## src/rtl/fetch_unit.sv

```systemverilog
// fetch_unit: instruction-fetch sequencer.
// Holds the fetch PC, issues word requests to instruction memory over a
// req/ack handshake, presents fetched words with a valid/stall handshake and
// applies branch redirects, flushing any fetch that is in flight.
module fetch_unit #(
  parameter int unsigned     BITS     = 32,
  parameter logic [BITS-1:0] RESET_PC = '0
) (
  input  logic            clk,
  input  logic            rst,
  input  logic            branch,
  input  logic [BITS-1:0] target,
  input  logic            stall,
  output logic            imem_req,
  output logic [BITS-1:0] imem_addr,
  input  logic            imem_ack,
  input  logic [31:0]     imem_data,
  output logic            instr_valid,
  output logic [31:0]     instruction,
  output logic [BITS-1:0] pc,
  output logic            misalign
);

  localparam logic [31:0] NOP = 32'h00000013;

  typedef enum logic [1:0] {
    IDLE  = 2'd0,
    FETCH = 2'd1,
    FLUSH = 2'd2
  } state_t;

  state_t          r_state;
  logic [BITS-1:0] r_fetch_pc;
  logic [BITS-1:0] r_flush_addr;
  logic [BITS-1:0] r_pc;
  logic [31:0]     r_instr;
  logic            r_valid;
  logic            r_misalign;

  logic            w_slot_free;
  logic            w_req;
  logic            w_accept;
  logic [BITS-1:0] w_target_aligned;

  // The request depends on this cycle's stall so a stalled, occupied slot
  // never issues. Once issued it cannot drop before the ack: a request seen
  // with a full slot implies stall=0, so that slot empties on the same edge.
  assign w_slot_free      = !r_valid || !stall;
  assign w_req            = ((r_state == FETCH) && w_slot_free) || (r_state == FLUSH);
  assign w_accept         = (r_state == FETCH) && w_req && imem_ack;
  assign w_target_aligned = {target[BITS-1:2], 2'b00};

  assign imem_req    = w_req;
  // While flushing, the old request must stay on the bus until it completes.
  assign imem_addr   = (r_state == FLUSH) ? r_flush_addr : r_fetch_pc;
  assign instr_valid = r_valid;
  assign instruction = r_instr;
  assign pc          = r_pc;
  assign misalign    = r_misalign;

  // Sequencer: state, fetch PC and presented instruction slot.
  always_ff @(posedge clk) begin
    if (rst) begin
      r_state      <= IDLE;
      r_fetch_pc   <= RESET_PC;
      r_flush_addr <= RESET_PC;
      r_pc         <= RESET_PC;
      r_instr      <= NOP;
      r_valid      <= 1'b0;
      r_misalign   <= 1'b0;
    end else begin
      r_misalign <= 1'b0;
      if (branch) begin
        r_fetch_pc <= w_target_aligned;
        r_valid    <= 1'b0;
        r_misalign <= |target[1:0];
        case (r_state)
          FETCH: begin
            if (w_req && !imem_ack) begin
              r_state      <= FLUSH;
              r_flush_addr <= r_fetch_pc;
            end else begin
              r_state <= FETCH;
            end
          end
          FLUSH:   r_state <= imem_ack ? FETCH : FLUSH;
          default: r_state <= FETCH;
        endcase
      end else begin
        case (r_state)
          IDLE: r_state <= FETCH;
          FETCH: begin
            if (w_accept) begin
              r_instr    <= imem_data;
              r_pc       <= r_fetch_pc;
              r_valid    <= 1'b1;
              r_fetch_pc <= r_fetch_pc + BITS'(4);
            end else if (r_valid && !stall) begin
              r_valid <= 1'b0;
            end
          end
          FLUSH: begin
            if (imem_ack) r_state <= FETCH;
          end
          default: r_state <= IDLE;
        endcase
      end
    end
  end

endmodule

```

## config.mk

```make
export PLATFORM = sky130hd
export DESIGN_NAME = fetch_unit
export DESIGN_NICKNAME = d
export VERILOG_FILES = /design/src/rtl/fetch_unit.sv
export SDC_FILE = /design/constraint.sdc
export NUM_CORES = 1
export LEC_CHECK = 0
export ABC_CLOCK_PERIOD_IN_PS = 3000
export BUFFER_PORTS_ARGS = -buffer_cell sky130_fd_sc_hd__buf_2
export CAP_MARGIN = 5
export CORE_MARGIN = 4
export CORE_UTILIZATION = 40
export DETAILED_ROUTE_END_ITERATION = 8
export PLACE_DENSITY = 0.71
export SLEW_MARGIN = 20
export SYNTH_ARGS = -nofsm -noshare
export SYNTH_HDL_FRONTEND = slang
export SYNTH_SLANG_ARGS = --single-unit
```

## constraint.sdc

```tcl
create_clock -name clk -period 3 [get_ports clk]
set_input_delay 0.9 -clock clk [delete_from_list [all_inputs] [get_ports clk]]
set_output_delay 0.9 -clock clk [all_outputs]
set_load 0.01 [all_outputs]
```

==> impl_results.md, run 1 <==
- Crit Path Max Fanout: 25
- Asr flop ratio synth: 0
- EDFF count, synth: 0
- Synth top area share: 0.461
- CP Capture Type: output pin
- Most common cell in the netlist: nand2_1
- Clk sinks: 126
- Cell Count Post-Placement: 950
- Maximum vdd ir drop: a little over 0.0004 V
- Max-slew violation count: 0
- Register area: 2520 um2
- Hold EP: instruction[30]$_SDFFE_PP0P_
- CTS Hold Buffers Added: 0
- Die area: between 15000 and 20000 um2
- Rows: 42
- Outcome: finished, final reports clean
- Setup CP Type: reg -> out
- HP Class: reg -> reg
- CTS buffer count: 17
- FF-to-FF Start: r_state[0]$_SDFFE_PP0P_
- Pwr/cell area: 593 nW/um2
- Worst reg2reg path depth: 8
- Critical hold path startpoint: instruction[30]$_SDFFE_PP0P_
- Vias in the first global route: 4598
- Area grow syn2layout: 28.4%
- Drt first-iter violations: 243
- Routed len/inst: 14.5 um
- PortBufs: 163
- Worst EP required: between 2000 and 2500 ps
- Vias: 4864
- Sequential-to-total area share from yosys stat: 0.461
- Pint: around 3200 uW
- First-pass GRT wire length: between 20000 and 25000 um
- Hold Path Depth: 2
- Setup Total Neg Slack: 0 ps
- Pin count of the biggest net entering global routing: between 50 and 60
- Remaining DRCs: 0
- Hpwl dp: 9890 um
- Routed Antenna Nets: 0
- Setup Skew: 11.9 ps
- RSZ-0062 raised after global routing: no
- Lkg Pwr: 0.00314 uW
- Initial antenna violation count: 2
- Worst slew pin tran: 536 ps
- Post-CTS Setup Repair Bufs: 0
- Die width: 125 um
- Post-synth top cells: nand2_1, dfxtp_1, a21oi_1
- Final period util: 0.911
- Critical Path Max Stage Delay: 390 ps
- Netlist cell types: 43
- Multi-input gate area: around 2700 um2
- Tmin final: 2730 ps
- Switch Pwr: 939 uW
- WL final: 14200 um
- CTS root buf: clkbuf_16
- Clk pwr share: 0.490
- Setup violators final: 0
- TritonRoute pass-1 iters: 5
- TritonCTS clock tree: done
- Die Y: 125 um
- Synth area leader: dfxtp_1
- All-layer global routing usage: 0.182
- Core ar.: around 13000 um2
- H-tree depth: 4
- Reg clk slew, reported paths: approximately 50 ps
- Layout cell share with drive strength beyond 1: 0.304
- Worst path arrival time: 1830 ps
- PostCTS Resize Cnt: 0
- Worst reg2reg setup slack: 670 ps
- Combinational group share of total power: 0.081
- Clock Latency Late Sink: 410 ps
- Routability cong.: 0.837
- WP buf/inv: 3
- Nets: 866
- Initial Utilization: 0.411
- Number of hold violations in the final report: 0
- Final std cells w/o fill: 982
- Worst path slowest cell: mux2_2
- Startpoint types: flop
- Vias per cell: 4.95
- Rel. slew slack: 0.641
- Synth warn: 0
- Main area contributors after synthesis: dfxtp_1, nand2_1, a21oi_1
- Mapped cell area: about 5500 um2
- Number of synthesized register bits: 126
- Max Freq: between 0.3 and 0.4 GHz
- Synthesized area per cell: 8.45 um2
- CP cell instances: inv_1 -> ha_2 -> buf_4 -> mux2_2 -> buf_2
- Top_reg_cell synth: dfxtp_1
- Reg-to-Reg End: r_fetch_pc[15]$_SDFFE_PP0P_
- Clock buffer depth: 2
- Top delay family on crit path: buffers and inverters
- I/O Pins: roughly 170
- Gr ovfl total: 0
- MaxCap Viol Count: 0
- Fillers: between 1000 and 1500
- Sequential power share: 0.429
- Cell count after synthesis: 647
- Tot Pwr: between 4000 and 5000 uW
- Switching share of power: 0.226
[cell type report]
cell class              count  area share
inverters                   7     0.00374
well taps                 176      0.0314
diodes                      1    0.000356
multi-input cells         464       0.387
repair buffers            177       0.133
flip-flops and latches    126       0.359
clock inverters             6      0.0114
clock buffers              25      0.0734
[flip-flops by register name, indices dropped and copies added (netlist names)]
name and cells:
instr_valid 1, instruction 32, misalign 1, pc 30, r_fetch_pc 30, r_flush_addr 30, r_state 2
[metrics by stage]
step / utilization / worst slack [ps] / area (um2) / hold slack, ps
finish: 0.528 / 268 / 7020 / 447
global route: 0.528 / 166 / 7020 / 466
CTS: 0.528 / 233 / 7020 / 451
detailed placement: 0.483 / 575 / 6420 / 443
global placement: 0.483 / 582 / 6420 / 439
floorplan: - / 547 / 5480 / 458
[power by group through the flow]
stage,combinational [uW],clock (uW),sequential (uW)
after floorplan,204,0,1810
after global placement,340,0,1820
after detailed placement,341,0,1820
after CTS,342,2080,1790
after global routing,378,2170,1790
final,338,2040,1790
[cells in the final DEF, fill, tap and decap left out, types with 6 or more instances in the layout]
cell type,n
nor3_1,6
o21ai_0,9
nor4_1,9
clkbuf_16,17
mux2_2,29
and4_1,6
buf_2,162
mux2i_1,30
xor2_1,10
nor2_1,53
xnor2_1,16
a21oi_1,71
dfxtp_1,126
a211oi_1,14
nand2_1,149
nand3_1,12
nand4_1,8
buf_4,14
inv_1,6
clkbuf_8,6
[tightest hold or removal path, stage by stage, from the launching register on]
cell and delay, ps:
dfxtp_1 300, nand2_1 50, a21oi_1 50
[per-layer routing]
metal,track usage,routed length [um]
met5,0,7
met3,0.0614,913
met2,0.282,6510
met1,0.239,6630
met4,0.0612,140
[cells by family after synthesis]
family | Yosys count | synth area share
compound gates | 109 | 0.115
simple gates | 262 | 0.211
mux | 59 | 0.115
flops | 126 | 0.461
buf+inv | 60 | 0.0467
xor+xnor | 26 | 0.0416
other cells | 1 | 0.000686
fa+ha+maj | 4 | 0.00915
[how the worst max path moves through the flow]
stage | to | slack (ps) | start | cells past startpoint
after global placement | r_fetch_pc[15]$_SDFFE_PP0P_ | 580 | imem_ack | 6
after floorplan | imem_addr[10] | 550 | r_state[0]$_SDFFE_PP0P_ | 5
after CTS | imem_addr[18] | 230 | r_state[0]$_SDFFE_PP0P_ | 5
after detailed placement | imem_req | 570 | stall | 4
after global routing | imem_addr[18] | 170 | r_state[0]$_SDFFE_PP0P_ | 5
final | imem_addr[18] | 270 | r_state[0]$_SDFFE_PP0P_ | 5
Power figures use the tool's default switching activity.
==> run 2: changes to the inputs <==
--- a/config.mk
+++ b/config.mk
@@ -8,10 +8,11 @@
 export ABC_CLOCK_PERIOD_IN_PS = 3000
 export BUFFER_PORTS_ARGS = -buffer_cell sky130_fd_sc_hd__buf_2
 export CAP_MARGIN = 5
+export CORE_ASPECT_RATIO = 0.8
 export CORE_MARGIN = 4
 export CORE_UTILIZATION = 40
 export DETAILED_ROUTE_END_ITERATION = 8
-export PLACE_DENSITY = 0.71
+export PLACE_DENSITY_LB_ADDON = 0.25
 export SLEW_MARGIN = 20
 export SYNTH_ARGS = -nofsm -noshare
 export SYNTH_HDL_FRONTEND = slang
==> constraint.sdc (replaced) <==
create_clock -name clk -period 3 [get_ports clk]
set_input_delay 0.9 -clock clk [delete_from_list [all_inputs] [get_ports clk]]
set_output_delay 0.9 -clock clk [all_outputs]
set_load 0.1 [all_outputs]
==> impl_results.md, run 2 (same netlist as run 1, synthesis figures left out) <==
- Routed Antenna Nets: 0
- Most common cell after layout, fill and taps aside: nand2_1
- Register area: 2520 um2
- Area grow syn2layout: 37.9%
- Pint: 3480 uW
- Vias in the first global route: between 4000 and 5000
- Setup CP Type: reg -> out
- Setup ws final: around 270 ps
- PortBufs: between 150 and 200
- Die width: 139 um
- Worst Setup Slack post-DPL: 474 ps
- Die Y: 113 um
- Max Freq: 0.367 GHz
- Worst path slowest cell: mux2_2
- Worst EP required: 2100 ps
- All-layer global routing usage: 0.191
- I/O Pins: approximately 170
- CP Capture Type: output pin
- Crit Path Max Fanout: 38
- Combinational group share of total power: 0.163
- Vias per cell: a little over 5
- Rows: 37
- HP Class: reg -> reg
- Worst slew pin tran: 589 ps
- Pwr/cell area: 644 nW/um2
- Nets: 865
- Worst path arrival time: 1830 ps
- Top delay family on crit path: buffers and inverters
- Number of diodes: 0
- Critical hold path startpoint: pc[21]$_SDFFE_PP0P_
- Vias: approximately 5000
- WL final: 15200 um
- Lkg Pwr: 0.00327 uW
- TritonCTS clock tree: done
- Initial Utilization: 0.418
- CTS buffer count: 17
- RSZ-0062 raised after global routing: no
- Clock buffer depth: 2
- Startpoint types: flop
- WP buf/inv: 3
- Finished Cell Area: 7550 um2
- Final period util: 0.909
- Number of hold violations in the final report: 0
- Hpwl dp: 10700 um
- PostCTS Resize Cnt: 0
- H-tree depth: 4
- Maximum vdd ir drop: 0.000391 V
- Crit path from: r_state[0]$_SDFFE_PP0P_
- Switch Pwr: ~1400 uW
- Switching share of power: 0.283
- Routability cong.: 0.836
- TritonRoute pass-1 iters: 6
- MaxCap Viol Count: 0
- Routed len/inst: 15.5 um
- Most frequent cells in the layout: nand2_1, buf_2, dfxtp_1
- Post-CTS Setup Repair Bufs: 0
- Outcome: finished, final reports clean
- Fillers: 1154
- First-pass GRT wire length: 24700 um
- Clock Latency Late Sink: about 410 ps
- Remaining DRCs: 0
- Multi-input gate area: 2720 um2
- Die area: around 16000 um2
- Clk pwr share: 0.470
- CP cell instances: inv_1 -> ha_2 -> buf_12 -> mux2_2 -> buf_12
- Setup violators final: 0
- Sequential power share: 0.367
- Core ar.: around 13000 um2
- Setup Total Neg Slack: 0 ps
- Clk sinks: between 100 and 150
- Gr ovfl total: 0
- CTS Hold Buffers Added: 0
- Layout cell share with drive strength beyond 1: 0.307
- Max reg flops: 32
- Crit path top cell by count: buf_12
- Critical Path Max Stage Delay: 410 ps
- Drt first-iter violations: 251
- Setup Skew: 9.33 ps
- Placed inst area: 6880 um2
- Reg clk slew, reported paths: 60 ps
- Layout Utilization: 0.576
- CTS root buf: clkbuf_16
- Rel. slew slack: 0.606
- FF-to-FF Start: r_state[0]$_SDFFE_PP0P_
- Max-slew violation count: 0
- Tmin final: 2730 ps
- Initial antenna violation count: 0
- Pin count of the biggest net entering global routing: 49
## run 2: changes by cell type in the layout (fill, tap and decap cells not counted), sizes merged
cell      before  now
clkbuf        25   19
bufinv         2    5
clkinvlp       0    3
buf          177  176
clkinv         4    5
diode          1    0
## run 2: stage by stage
step,power [uW],cells,hold WS [ps]
6_report,4860,980,451
4_1_cts,4900,980,453
3_3_place_gp,2600,948,439
2_1_floorplan,2360,650,458
5_1_grt,5030,980,468
3_5_place_dp,2610,948,445
## run 2: layout make-up
| type | instances | share of cell area |
|---|---|---|
| inverters | 7 | 0.00348 |
| repair buffers | 176 | 0.185 |
| well taps | 175 | 0.0290 |
| multi-input cells | 464 | 0.360 |
| clock inverters | 13 | 0.0282 |
| flip-flops and latches | 126 | 0.334 |
| clock buffers | 19 | 0.0600 |
## run 2: power groups by stage
stage,registers (uW),logic (uW),clock network [uW]
after global routing,1790,831,2410
after global placement,1820,787,0
final,1780,793,2280
after detailed placement,1820,793,0
after CTS,1780,797,2320
after floorplan,1940,418,0
## run 2: routing by layer
layer  global-route usage  routed length, um  vias up
li1                     -                  -     2477
met1                0.258               7110     2355
met2                0.302               6870      178
met3               0.0588               1100       10
met4               0.0404                112        0
met5                    0                  0        -
## run 2: final timing paths
check                                end  slack (ps)  cells after the start
max                         imem_addr[9]         270                      5
min                  pc[21]$_SDFFE_PP0P_         450                      2
max reg2reg  r_fetch_pc[15]$_SDFFE_PP0P_         690                      8
min reg2reg          pc[21]$_SDFFE_PP0P_         450                      2
## run 2: worst min-delay path, cell delays in order, from the launching register on
cell and delay [ps]:
dfxtp_1 300, nand2_1 50, a21oi_1 50
